===== src/rtl/zero_scan_pkg.sv =====
// ============================================================================
// zero_scan_pkg : state encoding and width helpers for zero_scan_unit
// Rev 1.0
// ============================================================================
`default_nettype none

package zero_scan_pkg;

  typedef enum logic [1:0] {
    ST_IDLE = 2'd0,
    ST_RUN  = 2'd1,
    ST_DONE = 2'd2
  } state_e;

  function automatic int calc_len_w(input int max_len);
    return $clog2(max_len + 1);
  endfunction

  function automatic int calc_cnt_w(input int max_len, input int lanes);
    return $clog2(max_len * lanes + 1);
  endfunction

  // A single-element burst still needs a 1-bit index port.
  function automatic int calc_idx_w(input int max_len, input int lanes);
    return (max_len * lanes > 1) ? $clog2(max_len * lanes) : 1;
  endfunction

endpackage

`default_nettype wire


===== src/rtl/lane_zero_detect.sv =====
// ============================================================================
// lane_zero_detect : per-lane zero mask, zero popcount and lowest nonzero lane
// Rev 1.0
// ============================================================================
`default_nettype none

module lane_zero_detect #(
  parameter  int DATA_W = 32,
  parameter  int LANE_W = 8,
  localparam int LANES  = DATA_W / LANE_W,
  localparam int LCNT_W = $clog2(LANES + 1),
  localparam int LSEL_W = (LANES > 1) ? $clog2(LANES) : 1
) (
  input  logic [DATA_W-1:0] i_word,
  output logic [LANES-1:0]  o_zero_mask,
  output logic [LCNT_W-1:0] o_zero_cnt,
  output logic              o_any_nz,
  output logic [LSEL_W-1:0] o_first_nz_lane
);

  for (genvar g = 0; g < LANES; g++) begin : g_lane
    assign o_zero_mask[g] = (i_word[g*LANE_W +: LANE_W] == '0);
  end

  // Walking from the top lane down leaves the lowest nonzero lane selected.
  always_comb begin
    o_zero_cnt      = '0;
    o_first_nz_lane = '0;
    for (int i = LANES - 1; i >= 0; i--) begin
      if (o_zero_mask[i]) begin
        o_zero_cnt = o_zero_cnt + LCNT_W'(1);
      end else begin
        o_first_nz_lane = LSEL_W'(i);
      end
    end
  end

  assign o_any_nz = ~&o_zero_mask;

endmodule

`default_nettype wire


===== src/rtl/zero_scan_unit.sv =====
// ============================================================================
// zero_scan_unit : streaming burst zero detector (all-zero, zero count, first nonzero)
// Rev 1.0
// ============================================================================
`default_nettype none

module zero_scan_unit
  import zero_scan_pkg::*;
#(
  parameter  int DATA_W  = 32,
  parameter  int LANE_W  = 8,
  parameter  int MAX_LEN = 16,
  localparam int LANES   = DATA_W / LANE_W,
  localparam int LEN_W   = calc_len_w(MAX_LEN),
  localparam int CNT_W   = calc_cnt_w(MAX_LEN, LANES),
  localparam int IDX_W   = calc_idx_w(MAX_LEN, LANES),
  localparam int LCNT_W  = $clog2(LANES + 1),
  localparam int LSEL_W  = (LANES > 1) ? $clog2(LANES) : 1
) (
  input  logic              CLK,
  input  logic              RESET,
  input  logic              start,
  input  logic [LEN_W-1:0]  len,
  input  logic              in_valid,
  input  logic [DATA_W-1:0] in_data,
  output logic              in_ready,
  output logic              busy,
  output logic              done,
  output logic              all_zero,
  output logic [CNT_W-1:0]  zero_cnt,
  output logic [IDX_W-1:0]  first_nz_idx
);

  if (DATA_W % LANE_W != 0) begin : g_width_check
    $error("zero_scan_unit: DATA_W must be a multiple of LANE_W");
  end

  state_e             state_q, state_d;
  logic [LEN_W-1:0]   len_q, len_d;
  logic [LEN_W-1:0]   word_idx_q, word_idx_d;
  logic               found_q, found_d;
  logic               all_zero_q, all_zero_d;
  logic [CNT_W-1:0]   zero_cnt_q, zero_cnt_d;
  logic [IDX_W-1:0]   first_nz_idx_q, first_nz_idx_d;

  logic [LANES-1:0]   lane_zero_mask;
  logic [LCNT_W-1:0]  lane_zero_cnt;
  logic               lane_any_nz;
  logic [LSEL_W-1:0]  lane_first_nz;

  lane_zero_detect #(
    .DATA_W (DATA_W),
    .LANE_W (LANE_W)
  ) u_detect (
    .i_word          (in_data),
    .o_zero_mask     (lane_zero_mask),
    .o_zero_cnt      (lane_zero_cnt),
    .o_any_nz        (lane_any_nz),
    .o_first_nz_lane (lane_first_nz)
  );

  always_comb begin
    state_d        = state_q;
    len_d          = len_q;
    word_idx_d     = word_idx_q;
    found_d        = found_q;
    all_zero_d     = all_zero_q;
    zero_cnt_d     = zero_cnt_q;
    first_nz_idx_d = first_nz_idx_q;
    case (state_q)
      ST_IDLE: begin
        if (start) begin
          len_d          = (len > LEN_W'(MAX_LEN)) ? LEN_W'(MAX_LEN) : len;
          word_idx_d     = '0;
          found_d        = 1'b0;
          zero_cnt_d     = '0;
          first_nz_idx_d = '0;
          all_zero_d     = 1'b0;
          if (len == '0) begin
            all_zero_d = 1'b1;
            state_d    = ST_DONE;
          end else begin
            state_d = ST_RUN;
          end
        end
      end
      ST_RUN: begin
        if (in_valid) begin
          zero_cnt_d = zero_cnt_q + CNT_W'(lane_zero_cnt);
          if (!found_q && lane_any_nz) begin
            first_nz_idx_d = IDX_W'(word_idx_q) * IDX_W'(LANES) + IDX_W'(lane_first_nz);
            found_d        = 1'b1;
          end
          // all_zero is resolved on the last beat so it is valid in the done cycle.
          if (word_idx_q == len_q - LEN_W'(1)) begin
            all_zero_d = !found_q && (&lane_zero_mask);
            state_d    = ST_DONE;
          end else begin
            word_idx_d = word_idx_q + LEN_W'(1);
          end
        end
      end
      ST_DONE: state_d = ST_IDLE;
      default: state_d = ST_IDLE;
    endcase
  end

  always_ff @(posedge CLK) begin
    if (RESET) begin
      state_q        <= ST_IDLE;
      len_q          <= '0;
      word_idx_q     <= '0;
      found_q        <= 1'b0;
      all_zero_q     <= 1'b0;
      zero_cnt_q     <= '0;
      first_nz_idx_q <= '0;
    end else begin
      state_q        <= state_d;
      len_q          <= len_d;
      word_idx_q     <= word_idx_d;
      found_q        <= found_d;
      all_zero_q     <= all_zero_d;
      zero_cnt_q     <= zero_cnt_d;
      first_nz_idx_q <= first_nz_idx_d;
    end
  end

  assign in_ready     = (state_q == ST_RUN);
  assign busy         = (state_q != ST_IDLE);
  assign done         = (state_q == ST_DONE);
  assign all_zero     = all_zero_q;
  assign zero_cnt     = zero_cnt_q;
  assign first_nz_idx = first_nz_idx_q;

endmodule

`default_nettype wire


===== config.mk =====
export PLATFORM = sky130hd
export DESIGN_NAME = zero_scan_unit
export DESIGN_NICKNAME = d
export VERILOG_FILES = /design/src/rtl/zero_scan_pkg.sv /design/src/rtl/lane_zero_detect.sv /design/src/rtl/zero_scan_unit.sv
export SDC_FILE = /design/constraint.sdc
export NUM_CORES = 1
export LEC_CHECK = 0
export ABC_CLOCK_PERIOD_IN_PS = 4100
export CORE_MARGIN = 5
export CORE_UTILIZATION = 60
export DETAILED_ROUTE_END_ITERATION = 12
export DONT_BUFFER_PORTS = 1
export GPL_TIMING_DRIVEN = 0
export PLACE_DENSITY = 0.87
export SLEW_MARGIN = 5
export SYNTH_ARGS = -nofsm -noshare
export SYNTH_HDL_FRONTEND = slang
export SYNTH_SLANG_ARGS = --single-unit

===== constraint.sdc =====
create_clock -name CLK -period 4.1 [get_ports CLK]
set_input_delay 0.82 -clock CLK [delete_from_list [all_inputs] [get_ports CLK]]
set_output_delay 0.82 -clock CLK [all_outputs]
set_load 0.02 [all_outputs]

==> metrics.txt <==
hold buffer count at CTS 0; Post-Syn Nets around 260; vias in the first global route 1365; Final Hold Fails 0; IO Pins 58; H-tree depth 1; clock buffer count from CTS 3; CP Capture Type flip-flop; Nets 260; CTS resizes 0; DR WL/cell 15.4 microns; core footprint 0.00273 sq mm; outcome finished clean; Final Slew Violations 0; Post-synth ARST share 0%; DRT Wirelength between 3000 and 4000 microns; peak supply drop between 0.3 and 0.4 mV; Detailed Place HPWL ~2900 microns; Hold Slack 0.490 ns; Tot GR Track Use a little under a fifth; placed cell count 233; total grt overflow 0; Worst EP arrival ~3.4 ns; Worst-Skew Late Latency 0.33 ns; M1 WL between 1500 and 2000 microns; postcts setup bufs 0; Cell Area, Synth 0.00171 sq mm; Reg clk slew, reported paths 0.15 ns; Max FO, Critical Path 4; fin cells 237; DR vias between 1000 and 1500; CTS tree built; power per cell area between 200 and 300 mW/mm^2; Worst Hold Class reg -> reg; critical path required time 4.33 ns; Die H about 63 microns; Vias per Instance 6.03; clock root cell clkbuf_4; worst-margin pin slew 0.535 ns; Setup Viol. Count Final 0; Netlist cell types 47; met2 WL 1770 microns; Synth Instances 202; largest net degree at the start of global routing 16; RSZ-0062 raised after global routing no; Mean Syn Cell Area 8.44 sq um; initial antenna violation count 0; Sum Neg Setup Slack 0 ns; Final WS setup between 0.8 and 0.9 ns; clk sinks 27; ANT cells 0; critical path class in -> reg; Max-Cap Viols 0; Port Buffers 0; CP Launch Type input pin; layout cells sized above 1 about a tenth; skew final 0.00972 ns; Post-synth top flop dfxtp_1; LEAKAGE 0.641 nW; sequential fraction of the synthesis area 31.7%; fmax 312 MHz; first-pass GRT wire length 6090 microns; yosys warns 0; Tcrit/Tclk final 78.1%; Remaining DRCs 0; gpl congestion 0.797; row count 19; Synth-to-Final Area Change 3.89%; DIE AREA between 0.004 and 0.005 sq mm; Post-synth EDFFs 0; DRT iter0 DRCs 63; Yosys reg bits 27; DRT Pass-1 Iters 4; Final ANT Viol Nets 0; post-layout minimum cycle time 3.20 ns; max layer used met4; WL met3 215 microns; final core occ 64.8%; maximum buffer depth of the clock tree 2; DP Worst Slack 0.545 ns; Horiz. Die Dim 63.3 microns; initial core utilization 62.4%; relative slew slack 64.1%
[logic make-up (layout without fill, tap and decap cells)]
kind of cell    Yosys count  after routing  synth area share, %
compound gates           41             41                 15.3
xor+xnor                 10             10                 5.14
fa+ha+maj                12             12                 9.24
buf+inv                  16             20                 4.03
flops                    27             27                 31.7
mux                       6              6                 4.33
simple gates             90             90                 30.3
[layer usage]
layer | vias up | GRT usage, %
met5 | - | 0
met4 | 0 | 3.90
met3 | 6 | 5.86
met2 | 34 | 29.5
met1 | 655 | 23.5
li1 | 734 | -
[path summary, 6_finish.rpt]
| check | depth (start not counted) | to | start | slack, ns |
|---|---|---|---|---|
| worst max register to register | 7 | zero_cnt[4] | zero_cnt[0] | 2.04 |
| worst min-delay path | 2 | len_q[1] | len_q[1] | 0.49 |
| worst max-delay path | 14 | zero_cnt[6] | in_data[21] | 0.90 |
| worst min register to register | 2 | len_q[1] | len_q[1] | 0.49 |
[stage by stage]
step	total power [mW]	area [sq um]
floorplan	0.386	1710
finish	0.521	1770
CTS	0.522	1770
global placement	0.407	1740
detailed placement	0.410	1740
global route	0.550	1770
[synth_stat cells, types with 3 or more instances]
cell type / number / area, sq um
dfxtp_1: 27 / 541
nand2_1: 20 / 75.1
a21oi_1: 16 / 80.1
nand3_1: 15 / 75.1
ha_1: 11 / 138
nor2_1: 9 / 33.8
nor4_1: 9 / 56.3
inv_1: 8 / 30.0
o21ai_1: 8 / 40.0
xnor2_1: 7 / 61.3
or3_1: 6 / 37.5
nand3b_1: 5 / 37.5
nor2b_1: 5 / 31.3
mux2i_1: 4 / 40.0
nand2b_1: 4 / 25.0
nor3_1: 4 / 20.0
o21ai_0: 4 / 20.0
a21o_1: 3 / 22.5
buf_2: 3 / 15.0
clkbuf_1: 3 / 11.3
nor3_2: 3 / 30.0
xor2_1: 3 / 26.3
[flip-flops by register name, summed over array words and instances, names as in the netlist]
| register | cells |
|---|---|
| all_zero | 1 |
| first_nz_idx | 6 |
| found_q | 1 |
| len_q | 5 |
| state_q | 2 |
| word_idx_q | 5 |
| zero_cnt | 7 |
[where the power goes]
group          total (mW)  switching, mW  internal, mW
Clock               0.115         0.0779        0.0366
Combinational       0.123         0.0779        0.0446
Sequential          0.284         0.0117         0.272
[cell usage in the layout (no fill, tap or decap), types with 4 or more instances in the layout]
master    count
mux2i_1       4
o21ai_0       4
nor2_1        9
nand3b_1      5
o21ai_1       8
nor2b_1       5
nand2_1      20
xnor2_1       7
nand3_1      15
nand2b_1      4
ha_1         11
nor4_1        9
a21oi_1      16
dfxtp_1      27
nor3_1        4
inv_1         8
or3_1         6
[final cells by class]
class | instances | area (sq um)
sequential | 27 | 541
inverter | 8 | 30.0
clock buffer | 3 | 22.5
tap | 31 | 38.8
buffer | 8 | 38.8
multi-input combinational | 159 | 1100
fill | 241 | 962
clock inverter | 1 | 5.00
[worst max-delay path, cell delays in order]
cell,delay (ns)
nor4_1,0.23
and2_1,0.23
inv_1,0.06
ha_1,0.17
o21ai_0,0.34
ha_1,0.21
nand3_1,0.08
xnor2_1,0.25
ha_1,0.28
nor2b_1,0.15
o21ai_0,0.31
nor3_2,0.09
xnor2_1,0.15
nor2_1,0.06
No activity file was read; power rests on OpenSTA's default activity.
